--- src/rtl/mux_step_sequencer_pkg.sv ---
// Shared widths, step count and FSM encoding for the 128-channel to 70-capacitor
// selection sequencer.
package mux_step_sequencer_pkg;

    localparam int CHANNEL_NUM_DEF   = 128;
    localparam int CAPACITOR_NUM_DEF = 70;
    localparam int STEP_NUM_DEF      = 128;

    typedef enum logic [1:0] {
        ST_IDLE = 2'd0,
        ST_RUN  = 2'd1,
        ST_DONE = 2'd2
    } state_t;

endpackage

--- src/rtl/mux_step_sequencer_step.sv ---
// One shift step of the selection network: either consume the lowest channel bit
// into the capacitor word (and 1-fill the channel word) or insert a 1.
import mux_step_sequencer_pkg::*;

module comb_logic_fundamental #(
    parameter int CHANNEL_NUM   = CHANNEL_NUM_DEF,
    parameter int CAPACITOR_NUM = CAPACITOR_NUM_DEF
) (
    input  logic [CHANNEL_NUM-1:0]   din_in,
    input  logic                     sw,
    input  logic [CAPACITOR_NUM-1:0] dout_in,
    output logic [CHANNEL_NUM-1:0]   din_out,
    output logic [CAPACITOR_NUM-1:0] dout_out
);

    // Single-step shift of both words, selected by the step switch
    always_comb begin
        din_out  = din_in;
        dout_out = dout_in;
        if (sw) begin
            dout_out = {din_in[0], dout_in[CAPACITOR_NUM-1:1]};
            din_out  = {1'b1, din_in[CHANNEL_NUM-1:1]};
        end else begin
            dout_out = {1'b1, dout_in[CAPACITOR_NUM-1:1]};
            din_out  = din_in;
        end
    end

endmodule

--- src/rtl/mux_step_sequencer.sv ---
// Time-multiplexed sequencer: accepts a channel word and switch vector, runs
// STEP_NUM shift steps, then presents the capacitor word via valid/ready.
import mux_step_sequencer_pkg::*;

module mux_step_sequencer #(
    parameter int CHANNEL_NUM   = CHANNEL_NUM_DEF,
    parameter int CAPACITOR_NUM = CAPACITOR_NUM_DEF,
    parameter int STEP_NUM      = STEP_NUM_DEF,
    parameter int CNT_W         = $clog2(STEP_NUM + 1)
) (
    input  logic                     clk,
    input  logic                     rst_n,
    input  logic                     start_valid,
    output logic                     start_ready,
    input  logic [CHANNEL_NUM-1:0]   din,
    input  logic [STEP_NUM-1:0]      sw_vec,
    output logic [CAPACITOR_NUM-1:0] dout,
    output logic [CHANNEL_NUM-1:0]   din_rem,
    output logic [CNT_W-1:0]         sel_cnt,
    output logic                     dout_valid,
    input  logic                     dout_ready,
    output logic                     busy
);

    state_t                   state_r;
    state_t                   state_s;
    logic [CHANNEL_NUM-1:0]   din_r;
    logic [STEP_NUM-1:0]      sw_r;
    logic [CAPACITOR_NUM-1:0] dout_r;
    logic [CNT_W-1:0]         step_r;
    logic [CNT_W-1:0]         sel_cnt_r;
    logic [CHANNEL_NUM-1:0]   din_step_s;
    logic [CAPACITOR_NUM-1:0] dout_step_s;
    logic                     accept_s;
    logic                     step_last_s;

    assign accept_s    = start_valid && (state_r == ST_IDLE);
    assign step_last_s = (step_r == CNT_W'(STEP_NUM - 1));

    // sw_r is shifted right every step, so bit 0 always holds sw_vec[step]
    comb_logic_fundamental #(
        .CHANNEL_NUM   (CHANNEL_NUM),
        .CAPACITOR_NUM (CAPACITOR_NUM)
    ) u_step (
        .din_in   (din_r),
        .sw       (sw_r[0]),
        .dout_in  (dout_r),
        .din_out  (din_step_s),
        .dout_out (dout_step_s)
    );

    // FSM state register
    always_ff @(posedge clk or negedge rst_n) begin
        if (!rst_n) begin
            state_r <= ST_IDLE;
        end else begin
            state_r <= state_s;
        end
    end

    // FSM next-state decode
    always_comb begin
        state_s = state_r;
        case (state_r)
            ST_IDLE: begin
                if (accept_s) state_s = ST_RUN;
                else          state_s = ST_IDLE;
            end
            ST_RUN: begin
                if (step_last_s) state_s = ST_DONE;
                else             state_s = ST_RUN;
            end
            ST_DONE: begin
                if (dout_ready) state_s = ST_IDLE;
                else            state_s = ST_DONE;
            end
            default: state_s = ST_IDLE;
        endcase
    end

    // FSM output decode, from the state register only
    always_comb begin
        start_ready = 1'b0;
        dout_valid  = 1'b0;
        busy        = 1'b0;
        case (state_r)
            ST_IDLE: start_ready = 1'b1;
            ST_RUN:  busy        = 1'b1;
            ST_DONE: begin
                dout_valid = 1'b1;
                busy       = 1'b1;
            end
            default: start_ready = 1'b0;
        endcase
    end

    // Job datapath: load on accept, one shift step per RUN cycle, hold otherwise
    always_ff @(posedge clk or negedge rst_n) begin
        if (!rst_n) begin
            din_r     <= {CHANNEL_NUM{1'b1}};
            sw_r      <= {STEP_NUM{1'b0}};
            dout_r    <= {CAPACITOR_NUM{1'b1}};
            step_r    <= {CNT_W{1'b0}};
            sel_cnt_r <= {CNT_W{1'b0}};
        end else begin
            case (state_r)
                ST_IDLE: begin
                    if (accept_s) begin
                        din_r     <= din;
                        sw_r      <= sw_vec;
                        dout_r    <= {CAPACITOR_NUM{1'b1}};
                        step_r    <= {CNT_W{1'b0}};
                        sel_cnt_r <= {CNT_W{1'b0}};
                    end
                end
                ST_RUN: begin
                    din_r     <= din_step_s;
                    dout_r    <= dout_step_s;
                    sw_r      <= {1'b0, sw_r[STEP_NUM-1:1]};
                    step_r    <= step_r + CNT_W'(1);
                    sel_cnt_r <= sel_cnt_r + {{(CNT_W-1){1'b0}}, sw_r[0]};
                end
                default: begin
                    din_r <= din_r;
                end
            endcase
        end
    end

    assign dout    = dout_r;
    assign din_rem = din_r;
    assign sel_cnt = sel_cnt_r;

endmodule
--- config.mk ---
export PLATFORM = sky130hd
export DESIGN_NAME = mux_step_sequencer
export DESIGN_NICKNAME = d
export VERILOG_FILES = /design/src/rtl/mux_step_sequencer_pkg.sv /design/src/rtl/mux_step_sequencer_step.sv /design/src/rtl/mux_step_sequencer.sv
export SDC_FILE = /design/constraint.sdc
export NUM_CORES = 1
export LEC_CHECK = 0
export ABC_AREA = 1
export CORE_AREA = 2 2 183 185
export DETAILED_ROUTE_END_ITERATION = 16
export DIE_AREA = 0 0 185 187
export DONT_BUFFER_PORTS = 1
export GPL_ROUTABILITY_DRIVEN = 0
export SYNTH_ARGS = -nofsm -noshare
export SYNTH_HDL_FRONTEND = slang
export SYNTH_SLANG_ARGS = --single-unit
--- constraint.sdc ---
create_clock -name clk -period 2 [get_ports clk]
set_input_delay 0.1 -clock clk [delete_from_list [all_inputs] [get_ports clk]]
set_output_delay 0.1 -clock clk [all_outputs]
set_load 0.005 [all_outputs]
---- After elaboration in Yosys (flattened, before gate mapping) ----
Index checks and enable logic that the tools add are counted.
Widths: inputs -> output; s select.
cells by class
  add/sub/neg operators ................... 2
  multiply operators ...................... 0
  div/mod/pow operators ................... 0
  magnitude comparators ................... 0
  equal/unequal tests ..................... 5
  shift operators ......................... 0
  multiplexer cells ....................... 18
  bitwise operators ....................... 0
  reduce and logical (&&, ||, !) cells .... 6
operators by type and width
  kind                 count
  $pmux 128 s2         2
  $mux 128             3
  $mux 70              2
  $pmux 70 s2          1
  $pmux 8 s2           2
  $add 8x1->8          1
  $add 8x1->8 const B  1
  $eq 8x7->1 const B   1
  $mux 8               1
  $pmux 2 s3           1
  $mux 1               4
  $mux 2               2
  $ne 2x2->1 const B   2
  $reduce_and 3->1     1
  $eq 2x1->1 const B   1
  $eq 2x2->1 const B   1
  $logic_not 2->1      1
  $reduce_and 2->1     1
  $reduce_bool 2->1    1
  $reduce_or 2->1      1
  $logic_and 1x1->1    1
storage, ports and cells
  flip-flop bits (word level) ............. 344
  bits in latches ......................... 0
  RAM bits ................................ 0
  ROM bits ................................ 0
  input bits .............................. 260
  output and inout bits ................... 209
  memories ................................ 0

---- Depth between registers and ports, before layout ----
Gate-level depths: netlist of run 1.
  depth after elaboration ................. 4
  gate-level depth with buffers ........... 11

---- Hierarchy ----
From an unflattened synthesis of run 1, not the netlist that was laid out.
second synthesis, totals
  cells, all modules ...................... 2161
  area, all modules ....................... 17246.5 µm²
modules (own cells, without submodules)
  module                  times used  cells each  area an instance (µm²)  seq. area each (µm²)
  mux_step_sequencer      1           1680        15150.8                 8856.0
  comb_logic_fundamental  1           481         2095.8                  0.0

---- Worst setup path after synthesis of run 1 ----
OpenSTA, ideal clock, no wires.
  kind .................................... register -> register
  start ................................... register state_r[1]
  end ..................................... register sw_r[100]
  data arrival time ....................... 1.445 ns
  data required time ...................... 1.870 ns
  setup slack ............................. 0.426 ns
  cell stages (with the launch flop) ...... 10
  path buffers ............................ 4
  cells stage by stage .................... dfrtp_1 -> inv_1 -> ha_1 -> buf_4 -> nand2_1 -> nand2_2 -> buf_2 -> buf_2 -> buf_2 -> a31oi_1
between the ends
  word-level cells in the longest chain between the ends .. 4
  elaborated cells on any way between the ends .. 7
  classes of those cells .................. eq/ne: 2; mux: 1; reduce/logical: 4
ends and longest elaborated chain
  element                     line                                                 source
  start: declaration          mux_step_sequencer.sv:25                             state_t state_r;
  start signal: assignment    mux_step_sequencer.sv:57                             state_r <= state_s;
  $logic_not 2->1             mux_step_sequencer.sv:37, mux_step_sequencer.sv:106
  $logic_and 1x1->1           mux_step_sequencer.sv:37                             assign accept_s = start_valid && (state_r == ST_IDLE);
  $ne 2x2->1 (no line)        -
  $reduce_and 2->1 (no line)  -
  end signal: assignment      mux_step_sequencer.sv:101                            sw_r <= {STEP_NUM{1'b0}};
  end signal: assignment      mux_step_sequencer.sv:110                            sw_r <= sw_vec;
  end signal: assignment      mux_step_sequencer.sv:119                            sw_r <= {1'b0, sw_r[STEP_NUM-1:1]};
  end: declaration            mux_step_sequencer.sv:28                             logic [STEP_NUM-1:0] sw_r;
Parallel ways exist; a longest one is shown, timed or not.
A chain may end at the register's enable or synchronous reset.

---- Worst setup path in the final report of run 1 ----
  start ................................... register state_r[1]
  end ..................................... register din_r[112] (netlist: din_rem[112])
between the ends
  word-level cells in the longest chain between the ends .. 4
  elaborated cells on any way between the ends .. 8
  classes of those cells .................. eq/ne: 3; mux: 1; reduce/logical: 4
ends and longest elaborated chain
  element                     line                                                 source
  $logic_not 2->1             mux_step_sequencer.sv:37, mux_step_sequencer.sv:106
  $logic_and 1x1->1           mux_step_sequencer.sv:37
  $ne 2x2->1 (no line)        -
  $reduce_and 3->1 (no line)  -
  end signal: assignment      mux_step_sequencer.sv:100                            din_r <= {CHANNEL_NUM{1'b1}};
  end signal: assignment      mux_step_sequencer.sv:109                            din_r <= din;
  end signal: assignment      mux_step_sequencer.sv:117                            din_r <= din_step_s;
  end: declaration            mux_step_sequencer.sv:27                             logic [CHANNEL_NUM-1:0] din_r;
Parallel ways exist; a longest one is shown, timed or not.

==> flow_summary.toml, run 1 <==
[setup_path]
slowest_stage = "dfrtp_1"
setup.worst_path.start_class = "flip-flop"
crit_fanout = 16
critical_path_class = "flip-flop to flip-flop"
rrSetupSlack_ns = 0.14
arrival_ns = 2.27
worstReg2RegEnd = "din_rem[112]"
critPathMaxStageDelay_ns = 0.40
r2r_start = "state_r[1]"
crit_path_cell_trace = "inv_1 -> ha_4 -> clkinv_2 -> o21ai_4 -> buf_12 -> buf_4 -> nand2_1 -> o21ai_0"
crit_path_end_kind = "flip-flop"
crit_buf_inv = 4
crit_family = "buffers and inverters"
r2r_cells = 8
crit_required_ns = 2.41

[pwr]
ir_worst_vdd_mv = 1.016
power.leakage_nw = 8.686
pwr_density_cell_nw_per_um2 = 1590

[synth]
yosysUniqueCellTypes = 25
synth_mux_area_share_pct = 8.287
async_flop_share_pct = 100.0
synth_xor_area_share_pct = 0
synth_nets = 1810
synth_edf_count = 0
synth.area.top_cells = "dfstp_2 (34%), dfrtp_1 (24%), nand2_1 (10%), mux2i_1 (8.3%), a31oi_1 (5.3%)"
ys_seq_elements = 344
synth.avg_cell_area_um2 = 9.864
synth_flop_cell = "dfstp_2"
synthCells = 1543
synthSimpleGateAreaFrac_pct = 14.66
synth_top_family_by_area = "simple AND/OR/NAND/NOR gates"
synth-compound-area-share_pct = 14.01
synth_fa_ha_area_share_pct = 0.5755
synth_top_area_cell = "dfstp_2"
synth_top_area_share_pct = 34.18
netlist_area_um2 = 15220
synth-seq-area-share_pct = 58.19
yosys_warnings = 0

[sta]
finalHoldViolCount = 344
worst_slew_pin_slew_ns = 0.7246
whs_ns = -0.7113
finClkSkew_ns = 0.01297
report.final.slew_viol_count = 0
fin_crit_sh_pct = 93.18
fmax_mhz = 536.6
finalSetupViolCount = 0
min_period_ns = 1.864
tns_ns = 0
rsz0062_at_grt = "no"
relSlewSlack_pct = 51.70

[floorplanning]
start_util_pct = 46.31
std_cell_rows = 67
core_area_um2 = 32860
dieArea_um2 = 34600
die_x_um = 185
pin_count = 469
die_y_um = 187

[detailed_routing]
wl_met3_um = 3194
wl_met2_um = 20940
drt_iter0_drc = 826
drc = 0
viasPerCell = 5.468
routedWlPerCell_um = 19.12
ant_nets = 0
wl_met1_um = 17020
drt-total-wl_um = 42790
drt-pass1-iter-count = 5
top_layer = "met4"
num_vias = 12240

[placement]
portBuffers = 0
dp_hpwl_um = 26950

[cts]
clkLatencyLatePin_ns = 0.52
cts_buffers = 39
cts_buffer_depth = 3
clkTransAtPathRegs_ns = 0.06
clock-sinks = 344
holdBufCountCts = 258
htree_levels = 2
cts_tree = "built"
clockRootBuffer = "clkbuf_16"

[final_layout]
final_common_cell = "nand2_1"
layout-drive-gt1-share_pct = 16.74
fillers = 2724
final-seq-area_um2 = 8856
fin_nets = 2028
mostFrequentLayoutCells = "nand2_1 (422), dlygate4sd3_1 (258), dfstp_2 (198), nor2_1 (148), dfrtp_1 (146)"
multi_input_area_um2 = 5756
postLayoutCoreUtil_pct = 59.69
area_growth_pct = 28.89

[global_route]
antenna_found_initial = 4
grt_pass1_wl_um = 66400
grt-ovfl-total = 0
grt_start_max_net_pins = 345
grt_pass1_vias = 12180
grt_usage_pct = 23.94

[status]
violations = "hold timing"
status = "finished with violations"

[hold_path]
hold_path.class = "input pin to async pin"

[flow_run]
drv_cap = 0
stage by stage:
stage | worst slack, ns | instance area [um^2] | power, W | hold slack [ns] | std cells
CTS | 0.1221 | 19560 | 0.03111 | -0.7274 | 2232
finish | 0.1364 | 19620 | 0.03120 | -0.7113 | 2238
detailed placement | 0.1319 | 15740 | 0.02359 | -0.1819 | 1908
global route | 0.01299 | 19620 | 0.03338 | -0.7357 | 2238
global placement | 0.2153 | 15740 | 0.02318 | -0.1862 | 1908
floorplan | 0.4256 | 15220 | 0.02051 | -0.1956 | 1543
worst max path at each step:
stage,from,endpoint,slack [ns],depth (start not counted)
finish,state_r[1],din_rem[112],0.14,8
global route,state_r[1],din_rem[112],0.01,8
floorplan,state_r[1],sw_r[100],0.43,9
detailed placement,state_r[0],din_rem[122],0.13,9
CTS,state_r[0],din_rem[112],0.12,9
global placement,state_r[0],sel_cnt[6],0.22,10
report_power, final:
group | internal (W) | switching, W | total (W)
sequential | 0.0108 | 0.00254 | 0.0133
combinational | 0.00467 | 0.00628 | 0.0109
clock | 0.00418 | 0.00277 | 0.00696
total | 0.0196 | 0.0116 | 0.0312
synthesized netlist by cell type (all sizes together) (7+ instances only):
cell    instances
a31oi         128
nor2          148
buf            88
ha              7
mux2i         126
clkbuf         29
o21ai         133
nand3           8
dfstp         198
nand2         426
dfrtp         146
a21oi          10
inv            21
o22a           68
repair_timing:
item | CTS | global route
buffers inserted | 0 | 1
endpoints found under the setup margin | 0 | 19
resized for setup | 0 | 4
hold endpoints to repair | 602 | 344
sequential cells by signal, indices dropped and copies added, names as in the netlist:
| signal | count |
|---|---|
| sel_cnt | 8 |
| step_r | 8 |
| din_rem | 128 |
| state_r | 2 |
| sw_r | 128 |
| dout | 70 |
cells by family after synthesis:
logic type	count (synthesis)
AO/OA/AOI/OAI	341
adder cells (fa/ha/maj)	7
buffers and inverters	138
flip-flops	344
multiplexers	126
AND/OR/NAND/NOR	587
area by class of cell:
| class | instances | area share [%] |
|---|---|---|
| Clock inverter | 10 | 0.5422 |
| Antenna cell | 4 | 0.05103 |
| Tap cell | 448 | 2.858 |
| Multi-Input combinational cell | 1061 | 29.34 |
| Sequential cell | 344 | 45.15 |
| Inverter | 21 | 0.4082 |
| Timing Repair Buffer | 294 | 15.88 |
| Clock buffer | 56 | 5.772 |
metal layers:
layer,global-route usage [%],vias to the layer above
met5,0,-
met4,9.524,0
met3,6.639,107
met2,39.96,483
met1,29.31,5956
li1,-,5692
Power figures use the tool's default switching activity.
==> run 2, diff against run 1 <==
Settings changed: CORE_AREA 2 2 183 185 to 2 2 181 183, DIE_AREA 0 0 185 187 to 0 0 183 185.
==> run 2 against run 1 <==
Effect of this change:
- the flow still finishes with violations (hold timing)
- combinational power about the same
- worst hold slack got worse by 0.0088 ns
- die area is 2.1% lower
- clock power decreased by 2%
- core utilization increased by 1.0 points
- routed wire length rose by 0.68%
- largest power group unchanged
==> flow_summary.toml, run 2 (same netlist as run 1, synthesis figures left out) <==
[pwr]
pwr_density_cell_nw_per_um2 = 1594
ir_worst_vdd_mv = 0.8342
power.leakage_nw = 8.625

[cts]
clockRootBuffer = "clkbuf_16"
clkTransAtPathRegs_ns = 0.06
htree_levels = 2
holdBufCountCts = 258
clkLatencyLatePin_ns = 0.52
clock-sinks = 344
cts_buffers = 38
cts_buffer_depth = 3
cts_tree = "built"

[global_route]
grt_pass1_vias = 11840
grt-ovfl-total = 0
grt_usage_pct = 24.13
grt_start_max_net_pins = 345
grt_pass1_wl_um = 65170
antenna_found_initial = 2

[final_layout]
mostFrequentLayoutCells = "nand2_1 (423), dlygate4sd3_1 (258), dfstp_2 (198), nor2_1 (148), dfrtp_1 (146)"
final-seq-area_um2 = 8856
postLayoutCoreUtil_pct = 60.70
multi_input_area_um2 = 5751
fin_nets = 2024
finalNonFillerCells = 2195
fillers = 2574
final_common_cell = "nand2_1"
layout-drive-gt1-share_pct = 16.36
area_growth_pct = 27.79

[sta]
fin_crit_sh_pct = 95.87
report.final.slew_viol_count = 0
min_period_ns = 1.917
finalWorstSetupSlack_ns = 0.08255
finClkSkew_ns = 0.01223
finalSetupViolCount = 0
finalHoldViolCount = 234
whs_ns = -0.7201
rsz0062_at_grt = "yes"
worst_slew_pin_slew_ns = 1.255
relSlewSlack_pct = 16.36
fmax_mhz = 521.5

[detailed_routing]
viasPerCell = 5.503
num_vias = 12080
routedWlPerCell_um = 19.63
drt_iter0_drc = 938
drc = 0
drt-pass1-iter-count = 6
ant_nets = 0
drt-total-wl_um = 43080

[flow_run]
drv_cap = 0

[placement]
portBuffers = 0
place_ws_ns = 0.06552
post-place-cells = 1863
dp_hpwl_um = 26840

[setup_path]
arrival_ns = 2.34
critical_path_class = "flip-flop to flip-flop"
crit_fanout = 63
setup.worst_path.start_class = "flip-flop"
startpoint = "state_r[0]"
crit_path_end_kind = "flip-flop"
crit_required_ns = 2.43
r2r_start = "state_r[0]"

[floorplanning]
core_area_um2 = 32040
start_util_pct = 47.50
die_x_um = 183
dieArea_um2 = 33860
die_y_um = 185
std_cell_rows = 66
pin_count = 469

[status]
status = "finished with violations"
violations = "hold timing"

[hold_path]
hold_path.class = "input pin to async pin"
run 2: cell types whose count changed in the layout (fill, tap and decap cells not counted), moves of 2 or more:
cell,before,now
buf_12,18,13
clkbuf_1,10,14
clkinv_2,7,5
clkinvlp_4,1,3
diode_2,4,2
run 2: critical path, stage by stage, from the launching register on:
cell     delay, ns
dfrtp_1       0.41
inv_1         0.09
ha_1          0.24
inv_1         0.06
nand2_1       0.11
nand2_8       0.14
buf_16        0.26
buf_12        0.26
nor2_1        0.08
a31oi_1       0.17
run 2: cell type report:
type / instances / area share, %
clock inverters: 9 / 0.3989
well taps: 408 / 2.625
inverters: 21 / 0.4182
multi-input cells: 1061 / 29.57
flip-flops and latches: 344 / 45.54
repair buffers: 291 / 15.60
diodes: 2 / 0.02573
clock buffers: 59 / 5.829
run 2: repair_timing:
item,in CTS,in global routing
endpoints found under the setup margin,0,115
setup buffers,0,3
endpoints found under the hold margin,602,344
gates resized for setup,0,3
run 2: final timing paths:
check,slack (ns),to,depth (start not counted)
min,-0.72,sw_r[38],0
max in group asynchronous,1.70,sel_cnt[1],0
max,0.08,sw_r[62],9
min reg2reg,0.50,din_rem[48],2
min in group clk,0.29,sw_r[25],3
max reg2reg,0.08,sw_r[62],9
run 2: layer usage:
| layer | routed length (um) | vias to the layer above | global-route usage [%] |
|---|---|---|---|
| li1 | - | 5682 | - |
| met1 | 17370 | 5885 | 30.10 |
| met2 | 21490 | 431 | 41.14 |
| met3 | 3021 | 82 | 6.193 |
| met4 | 1192 | 0 | 7.872 |
| met5 | 0 | - | 0 |
run 2: stage by stage:
step	hold WS, ns	setup TNS, ns	area [um^2]	power (W)
final	-0.7201	0	19450	0.03101
after global routing	-0.7412	-0.4536	19450	0.03315
after CTS	-0.7400	0	19370	0.03067
after detailed placement	-0.1804	0	15580	0.02331
after global placement	-0.1846	0	15580	0.02293
after floorplan	-0.1956	0	15220	0.02051
run 2: power breakdown:
| part | internal [W] | total, W | switching, W |
|---|---|---|---|
| Sequential | 0.0108 | 0.0133 | 0.00255 |
| Combinational | 0.00453 | 0.0109 | 0.00633 |
| Clock | 0.00403 | 0.00683 | 0.00280 |
| Total | 0.0193 | 0.0310 | 0.0117 |
